## config.mk

```make
export PLATFORM = sky130hd
export DESIGN_NAME = alu_writeback
export DESIGN_NICKNAME = d
export VERILOG_FILES = /design/src/rtl/alu_wb_pkg.sv /design/src/rtl/alu_wb_fifo.sv /design/src/rtl/alu_writeback.sv
export SDC_FILE = /design/constraint.sdc
export NUM_CORES = 1
export LEC_CHECK = 0
export BUFFER_PORTS_ARGS = -buffer_cell sky130_fd_sc_hd__buf_2
export CORE_ASPECT_RATIO = 1.1
export CORE_MARGIN = 2
export CORE_UTILIZATION = 56
export DETAILED_ROUTE_END_ITERATION = 10
export PLACE_DENSITY = 0.79
export SLEW_MARGIN = 10
export SYNTH_ARGS = -nofsm -noshare
export SYNTH_HDL_FRONTEND = slang
export SYNTH_SLANG_ARGS = --single-unit
```

## constraint.sdc

```tcl
create_clock -name clk -period 3.2 [get_ports clk]
set_input_delay 0.32 -clock clk [delete_from_list [all_inputs] [get_ports clk]]
set_output_delay 0.32 -clock clk [all_outputs]
set_load 0.1 [all_outputs]
```

## src/rtl/alu_wb_pkg.sv

```systemverilog
// Shared constants and types for the ALU writeback stage.
// Holds FIFO depth, flag bit positions, select codes and the arithmetic range.
package alu_wb_pkg;

  localparam int FIFO_DEPTH = 4;
  localparam int DATA_W     = 64;

  localparam int FLAG_C = 3;
  localparam int FLAG_V = 2;
  localparam int FLAG_N = 1;
  localparam int FLAG_Z = 0;

  localparam logic [3:0] SEL_00 = 4'd0;
  localparam logic [3:0] SEL_01 = 4'd1;
  localparam logic [3:0] SEL_02 = 4'd2;
  localparam logic [3:0] SEL_03 = 4'd3;
  localparam logic [3:0] SEL_04 = 4'd4;
  localparam logic [3:0] SEL_05 = 4'd5;
  localparam logic [3:0] SEL_06 = 4'd6;
  localparam logic [3:0] SEL_07 = 4'd7;
  localparam logic [3:0] SEL_08 = 4'd8;
  localparam logic [3:0] SEL_09 = 4'd9;
  localparam logic [3:0] SEL_10 = 4'd10;
  localparam logic [3:0] SEL_11 = 4'd11;
  localparam logic [3:0] SEL_12 = 4'd12;
  localparam logic [3:0] SEL_13 = 4'd13;
  localparam logic [3:0] SEL_14 = 4'd14;
  localparam logic [3:0] SEL_15 = 4'd15;

  localparam logic [3:0] ARITH_LO = SEL_02;
  localparam logic [3:0] ARITH_HI = SEL_07;

  typedef struct packed {
    logic [DATA_W-1:0] data;
    logic [3:0]        op;
    logic [3:0]        flags;
  } wb_entry_t;

  localparam int ENTRY_W = $bits(wb_entry_t);

  function automatic logic is_arith(input logic [3:0] sel);
    return (sel >= ARITH_LO) && (sel <= ARITH_HI);
  endfunction

endpackage

```

## src/rtl/alu_wb_fifo.sv

```systemverilog
// Synchronous FIFO with registered occupancy; no pass-through when full.
// Push is ignored while full, pop is ignored while empty.
module alu_wb_fifo #(
  parameter int WIDTH = 72,
  parameter int DEPTH = 4,
  localparam int PTR_W = (DEPTH > 1) ? $clog2(DEPTH) : 1,
  localparam int LVL_W = $clog2(DEPTH + 1)
) (
  input  logic             clk,
  input  logic             rst,
  input  logic             push,
  input  logic             pop,
  input  logic [WIDTH-1:0] wdata,
  output logic [WIDTH-1:0] rdata,
  output logic [LVL_W-1:0] level,
  output logic             full,
  output logic             empty
);

  logic [WIDTH-1:0] mem [DEPTH];
  logic [PTR_W-1:0] wr_ptr;
  logic [PTR_W-1:0] rd_ptr;
  logic             do_push;
  logic             do_pop;

  function automatic logic [PTR_W-1:0] ptr_inc(input logic [PTR_W-1:0] p);
    return (p == PTR_W'(DEPTH - 1)) ? {PTR_W{1'b0}} : p + PTR_W'(1);
  endfunction

  assign full    = (level == LVL_W'(DEPTH));
  assign empty   = (level == {LVL_W{1'b0}});
  assign do_push = push && !full;
  assign do_pop  = pop && !empty;
  assign rdata   = mem[rd_ptr];

  // pointers and occupancy
  always_ff @(posedge clk) begin
    if (rst) begin
      wr_ptr <= {PTR_W{1'b0}};
      rd_ptr <= {PTR_W{1'b0}};
      level  <= {LVL_W{1'b0}};
    end else begin
      if (do_push) wr_ptr <= ptr_inc(wr_ptr);
      if (do_pop)  rd_ptr <= ptr_inc(rd_ptr);
      case ({do_push, do_pop})
        2'b10:   level <= level + LVL_W'(1);
        2'b01:   level <= level - LVL_W'(1);
        default: level <= level;
      endcase
    end
  end

  // storage is deliberately left out of reset
  always_ff @(posedge clk) begin
    if (do_push) mem[wr_ptr] <= wdata;
  end

endmodule

```

## src/rtl/alu_writeback.sv

```systemverilog
// ALU writeback stage: buffers results and tracks carry, flags, drops and overflows.
// Optional overflow counter enabled by defining ALU_WB_OVF_CNT_EN.
module alu_writeback
  import alu_wb_pkg::*;
(
  input  logic        clk,
  input  logic        rst,
  input  logic        in_valid,
  output logic        in_ready,
  input  logic [63:0] alu_o,
  input  logic [3:0]  alu_s,
  input  logic        alu_cout,
  input  logic        alu_oflow,
  input  logic        alu_ntive,
  input  logic        alu_zero,
  output logic        out_valid,
  input  logic        out_ready,
  output logic [63:0] out_data,
  output logic [3:0]  out_op,
  output logic [3:0]  out_flags,
  output logic        carry_q,
  output logic [3:0]  flags_q,
  output logic [2:0]  level,
  output logic        drop_err,
  output logic [15:0] ovf_cnt
);

  logic         full;
  logic         empty;
  logic         push;
  logic [3:0]   flags_in;
  wb_entry_t    wr_entry;
  wb_entry_t    rd_entry;

  // pack incoming flags into {C,V,N,Z}
  always_comb begin
    flags_in         = 4'b0000;
    flags_in[FLAG_C] = alu_cout;
    flags_in[FLAG_V] = alu_oflow;
    flags_in[FLAG_N] = alu_ntive;
    flags_in[FLAG_Z] = alu_zero;
  end

  assign in_ready = !full;
  assign push     = in_valid && in_ready;
  assign wr_entry = '{data: alu_o, op: alu_s, flags: flags_in};

  alu_wb_fifo #(
    .WIDTH (ENTRY_W),
    .DEPTH (FIFO_DEPTH)
  ) u_fifo (
    .clk   (clk),
    .rst   (rst),
    .push  (push),
    .pop   (out_ready),
    .wdata (wr_entry),
    .rdata (rd_entry),
    .level (level),
    .full  (full),
    .empty (empty)
  );

  assign out_valid = !empty;
  assign out_data  = rd_entry.data;
  assign out_op    = rd_entry.op;
  assign out_flags = rd_entry.flags;

  // carry chain, last flags and sticky drop indicator
  always_ff @(posedge clk) begin
    if (rst) begin
      carry_q  <= 1'b0;
      flags_q  <= 4'b0000;
      drop_err <= 1'b0;
    end else begin
      if (push) begin
        flags_q <= flags_in;
        if (is_arith(alu_s)) carry_q <= alu_cout;
      end
      if (in_valid && !in_ready) drop_err <= 1'b1;
    end
  end

`ifdef ALU_WB_OVF_CNT_EN
  // saturating count of accepted overflowing results
  always_ff @(posedge clk) begin
    if (rst) begin
      ovf_cnt <= 16'h0000;
    end else if (push && alu_oflow && (ovf_cnt != 16'hFFFF)) begin
      ovf_cnt <= ovf_cnt + 16'h0001;
    end
  end
`else
  assign ovf_cnt = 16'h0000;
`endif

endmodule

```

Word level (Yosys, flattened, before mapping)
Memory sizes are Yosys's and may differ from the RTL's. A register that Yosys moved wholly into a read port is not among the register bits.
Index checks and enable logic that the tools add are counted.
{"block": "op_classes", "addsub": 4, "order_cmp": 2, "n_eq_ne": 5, "n_mux": 7, "reduce_logical": 10}
{"op": "two-way mux 2 bit", "n": 4}
{"op": "== test 2 bit (second input constant)", "n": 3}
{"op": "one-hot mux 3 bit (2 select lines)", "n": 1}
{"op": "logical AND 1 bit", "n": 5}
{"op": "adder 2 x 1 -> 2 bit (second input constant)", "n": 2}
{"op": "greater-or-equal comparator 4 x 2 -> 1 bit (second input constant)", "n": 1}
{"op": "<= comparator 4 x 3 -> 1 bit (second input constant)", "n": 1}
{"op": "adder 3 x 1 -> 3 bit (second input constant)", "n": 1}
{"op": "== test 3 bit (second input constant)", "n": 1}
{"op": "zero test 3 bit", "n": 1}
{"op": "subtractor 3 x 1 -> 3 bit (second input constant)", "n": 1}
{"op": "== test 2 x 1 -> 1 bit (second input constant)", "n": 1}
{"op": "zero test 1 bit", "n": 2}
{"op": "two-way mux 1 bit", "n": 2}
{"op": "AND reduction 2 bit", "n": 1}
{"op": "nonzero test 2 bit", "n": 1}
{"block": "totals", "reg_bits": 13, "ram_bits": 288, "in_bits": 76, "output_inout_bits": 99, "wordCells": 35, "memories": 1}
{"memory": "u_fifo.mem", "depth": 4, "word_bits": 72, "read_ports": 1, "rd_clocked_by_memory_dff": 1, "write_ports": 1, "line": "alu_wb_fifo.sv:20", "text": "logic [WIDTH-1:0] mem [DEPTH];"}

Longest topological paths before layout
{"block": "logic_depth", "depth_word": 6, "ltp_mapped": 9, "depth_no_buf": 9}

Hierarchy
From an unflattened synthesis, not the netlist that was laid out.
{"block": "unflattened", "hier_cells": 472, "area_unflattened_um2": 11218.3}
{"mod": "alu_wb_fifo", "instances": 1, "cells_each": 430, "area_per_inst_um2": 10857.9, "seq_area_each_um2": 8828.5}
{"mod": "alu_writeback", "instances": 1, "cells_each": 42, "area_per_inst_um2": 360.3, "seq_area_each_um2": 120.1}

Worst setup path after synthesis
OpenSTA, ideal clock, no wires.
{"block": "synth_path", "path_kind": "flip-flop to flip-flop", "start": "reg u_fifo.level[0]", "end": "mem u_fifo.mem[0][0] (enable)", "setup_time_ps": 438, "arrival_time_ps": 3634, "t_required_ps": 2762, "path_slack_ps": -873, "path_stages_with_launch": 5, "n_path_buf": 1, "period_less_slack_ps": 4073, "path_cell_list": "dfxtp_1 > nor3b_4 > inv_2 > buf_2 > and3_1"}
{"block": "synth_via", "elab_chain_cells": 6}
{"item": "from (decl)", "line": "alu_wb_fifo.sv:15", "text": "output logic [LVL_W-1:0] level,"}
{"item": "from (signal assigned)", "line": "alu_wb_fifo.sv:41", "text": "level <= {LVL_W{1'b0}};"}
{"item": "from (signal assigned)", "line": "alu_wb_fifo.sv:46", "text": "2'b10: level <= level + LVL_W'(1);"}
{"item": "from (signal assigned)", "line": "alu_wb_fifo.sv:47", "text": "2'b01: level <= level - LVL_W'(1);"}
{"item": "== test 3 bit *", "line": "alu_wb_fifo.sv:30", "text": "assign full = (level == LVL_W'(DEPTH));"}
{"item": "zero test 1 bit *", "line": "alu_writeback.sv:44", "text": "assign in_ready = !full;"}
{"item": "net in_ready", "line": "alu_writeback.sv:9", "text": "output logic in_ready,"}
{"item": "logical AND 1 bit", "line": "alu_writeback.sv:45", "text": "assign push = in_valid && in_ready;"}
{"item": "logical AND 1 bit *", "line": "alu_wb_fifo.sv:32", "text": "assign do_push = push && !full;"}
{"item": "two-way mux 1 bit *", "line": "alu_wb_fifo.sv:55", "text": "if (do_push) mem[wr_ptr] <= wdata;"}
{"item": "two-way mux 1 bit (implied by the code) *", "line": "alu_wb_fifo.sv:55"}
{"item": "to (decl)", "line": "alu_wb_fifo.sv:20"}
The timed path passes the listed nets; every way through them passes the cells marked *.

==> results.txt <==
fin crit period: 2710 ps
TritonCTS clock tree: yes
sequential share of the synthesized area: 0.796
Final period util: 0.846
post-synthesis async set-or-reset flop share: 0
number of I/O pins: 175
Synth Flop Type: edfxtp_1
area of placed instances: 12300 µm²
Synth area leaders: edfxtp_1, mux4_2, dfxtp_1
outcome: finished, final reports clean
design area: 13800 µm²
Post-route DRC: 0
ratio of cells with drive above 1 in the final layout: 0.394
number of synthesized flops with an enable pin: 288
CP arrival: 2390 ps
CTS sink count: 303
sequential share of power: 0.379
final-report setup violation count: 0
row cnt: 54
clock power share: 0.246
P_sw: 5.39 mW
synthesized area: 11200 µm²
final hold violation count: 0
WL final: 20600 µm
port bufs: 158
Mapped Cells: 474
Hold Crit Class: input port to register
Power Total: 13.1 mW
maximum number of pins on one net before global-route repair: 44
Layout Skew: 25.3 ps
Vert. Die Dim: 153 µm
Leak Pwr: 4.73 nW
crit path launch type: register
Total Nets Final: 787
HPWL Detailed: 11900 µm
All-Layer GR Usage: 0.196
drt first pass iters: 4
grt ovf: 0
initial antenna violation count: 0
Num CTS Buffers: 29
Worst-Margin Slew: 639 ps
Sw Ratio: 0.412
RSZ-0062 raised after global routing: no
Clock transition at path regs: 60 ps
core area: 19700 µm²
post-CTS sizing: 0
max_cap viols: 0
chip width: 139 µm
DRT iter0 DRCs: 344
worst IR drop on VDD: 0.842 mV
Slew HR: 0.574
Logic pwr share: 0.375
Max Freq: 0.369 GHz
slack of the critical path: 493 ps
Yosys cell types: 28
register-to-register setup slack: 880 ps
Max Buffers Root-to-Sink: 3
Syn Area/Cell: 23.7 µm²
Yosys warning total: 0
vias in the first global route: 5943
DR vias/cell: 5.55
post-synth top area share: 0.769
leading area contributor after synthesis: edfxtp_1
H-Tree Depth: 1
ant diodes: 0
WS Path Type: register to primary output
ANT nets after route: 0
Die ar.: 21200 µm²
vias: 5413
first-pass GRT wire length: 32500 µm
postcts setup bufs: 0
CP Max Fanout: 30
GP Congestion: 0.771
Setup crit end kind: primary output
wire per inst: 21.1 µm
CP required: 2880 ps
fin. max-slew vios: 0
P&R area growth vs syn: 22.4%
power per cell area: 951 nW/µm²
Root Driver: clkbuf_16
Starting Density: 0.570
Place WS: 895 ps
#FFs+latches synth: 303
worst skew pair latency: 540 ps
P_int: 7.69 mW
## synth_stat cells, types with 4 or more instances
cell	n
a21oi_1	10
and3_1	4
buf_2	8
buf_4	17
buf_6	7
dfxtp_1	15
edfxtp_1	288
ha_1	6
inv_1	8
mux4_2	72
nand3_1	6
nor2_1	7
o21ai_0	6
## final timing paths
check	end	from	cells after the start
setup / recovery	out_data[0]	register	3
hold / removal	u_fifo.mem[3][42]$_DFFE_PP_	alu_o[34]	1
setup reg to reg	u_fifo.level[2]$_SDFFE_PP0P_	u_fifo.level[2]$_SDFFE_PP0P_	9
hold reg to reg	carry_q$_SDFFE_PP0P_	carry_q$_SDFFE_PP0P_	2
## cells in the final DEF (no fill, tap or decap), types with 2 or more instances in the layout
cell           count
clkinv_1           7
clkbuf_16         29
dfxtp_4            2
or3_1              3
ha_1               6
dlygate4sd3_1     54
dfxtp_1           13
and3_4             4
clkinv_2           6
bufinv_16          3
clkbuf_1           5
buf_12             7
a21oi_1           10
mux4_2            72
nand3_1            6
nor2_1             7
edfxtp_1         288
inv_1              8
xor2_1             2
conb_1            16
buf_2            158
o21ai_0            6
## timing repair
item                                    CTS  global route
endpoints found under the setup margin    0             0
endpoints found under the hold margin   211             0
hold buffers                             54             0
## cell type report
| type | count | area, µm² |
|---|---|---|
| Clock inverter | 17 | 155 |
| Fill cell | 1220 | 5980 |
| Multi-Input combinational cell | 142 | 2080 |
| Timing Repair Buffer | 219 | 1470 |
| Clock buffer | 34 | 744 |
| Sequential cell | 303 | 8960 |
| Tap cell | 252 | 315 |
| Inverter | 9 | 33.8 |
## cells by family after synthesis
| kind of cell | count (synthesis) | share of synthesized area |
|---|---|---|
| AND/OR/NAND/NOR | 24 | 0.0119 |
| AO/OA/AOI/OAI | 20 | 0.0105 |
| adder cells (fa/ha/maj) | 7 | 0.00846 |
| flip-flops | 303 | 0.796 |
| multiplexers | 73 | 0.145 |
| XOR/XNOR | 2 | 0.00156 |
| buffers and inverters | 44 | 0.0259 |
| other | 1 | 0.000334 |
## power groups by stage
stage                     Combinational (mW)  Sequential [mW]  Clock [mW]
after CTS                               4.95             4.97        3.27
after global placement                  4.85             5.01           0
after global routing                    5.07             5.00        3.43
after detailed placement                4.88             5.04           0
after floorplan                         4.15             5.05           0
final                                   4.91             4.96        3.21
## registers in the layout, summed over array words and instances (netlist names), named ones only
name / flops
carry_q: 1
drop_err: 1
flags_q: 4
u_fifo.level: 3
u_fifo.mem: 288
u_fifo.rd_ptr: 2
u_fifo.wr_ptr: 2
## routing by layer
layer	share of wire	vias up	routed length, µm	GRT usage
li1	-	2404	-	-
met1	0.39	2782	7940	0.257
met4	0.016	0	323	0.0500
met3	0.066	27	1370	0.0427
met2	0.53	200	11000	0.339
met5	0	-	0	0
## through the flow
step           std cells   util  hold WS [ps]  TNS, ps
2_1_floorplan        489      -           389   -17040
3_3_place_gp         871  0.624           453        0
3_5_place_dp         871  0.624           463        0
4_1_cts              976  0.697         0.926        0
5_1_grt              976  0.697          4.95        0
6_report             976  0.697          15.4        0
## critical path, stage by stage, from the launching register on
cell and delay [ps]:
dfxtp_4 630, buf_12 310, mux4_2 560, buf_2 320
Note: power is estimated with default switching activity, not from simulation.
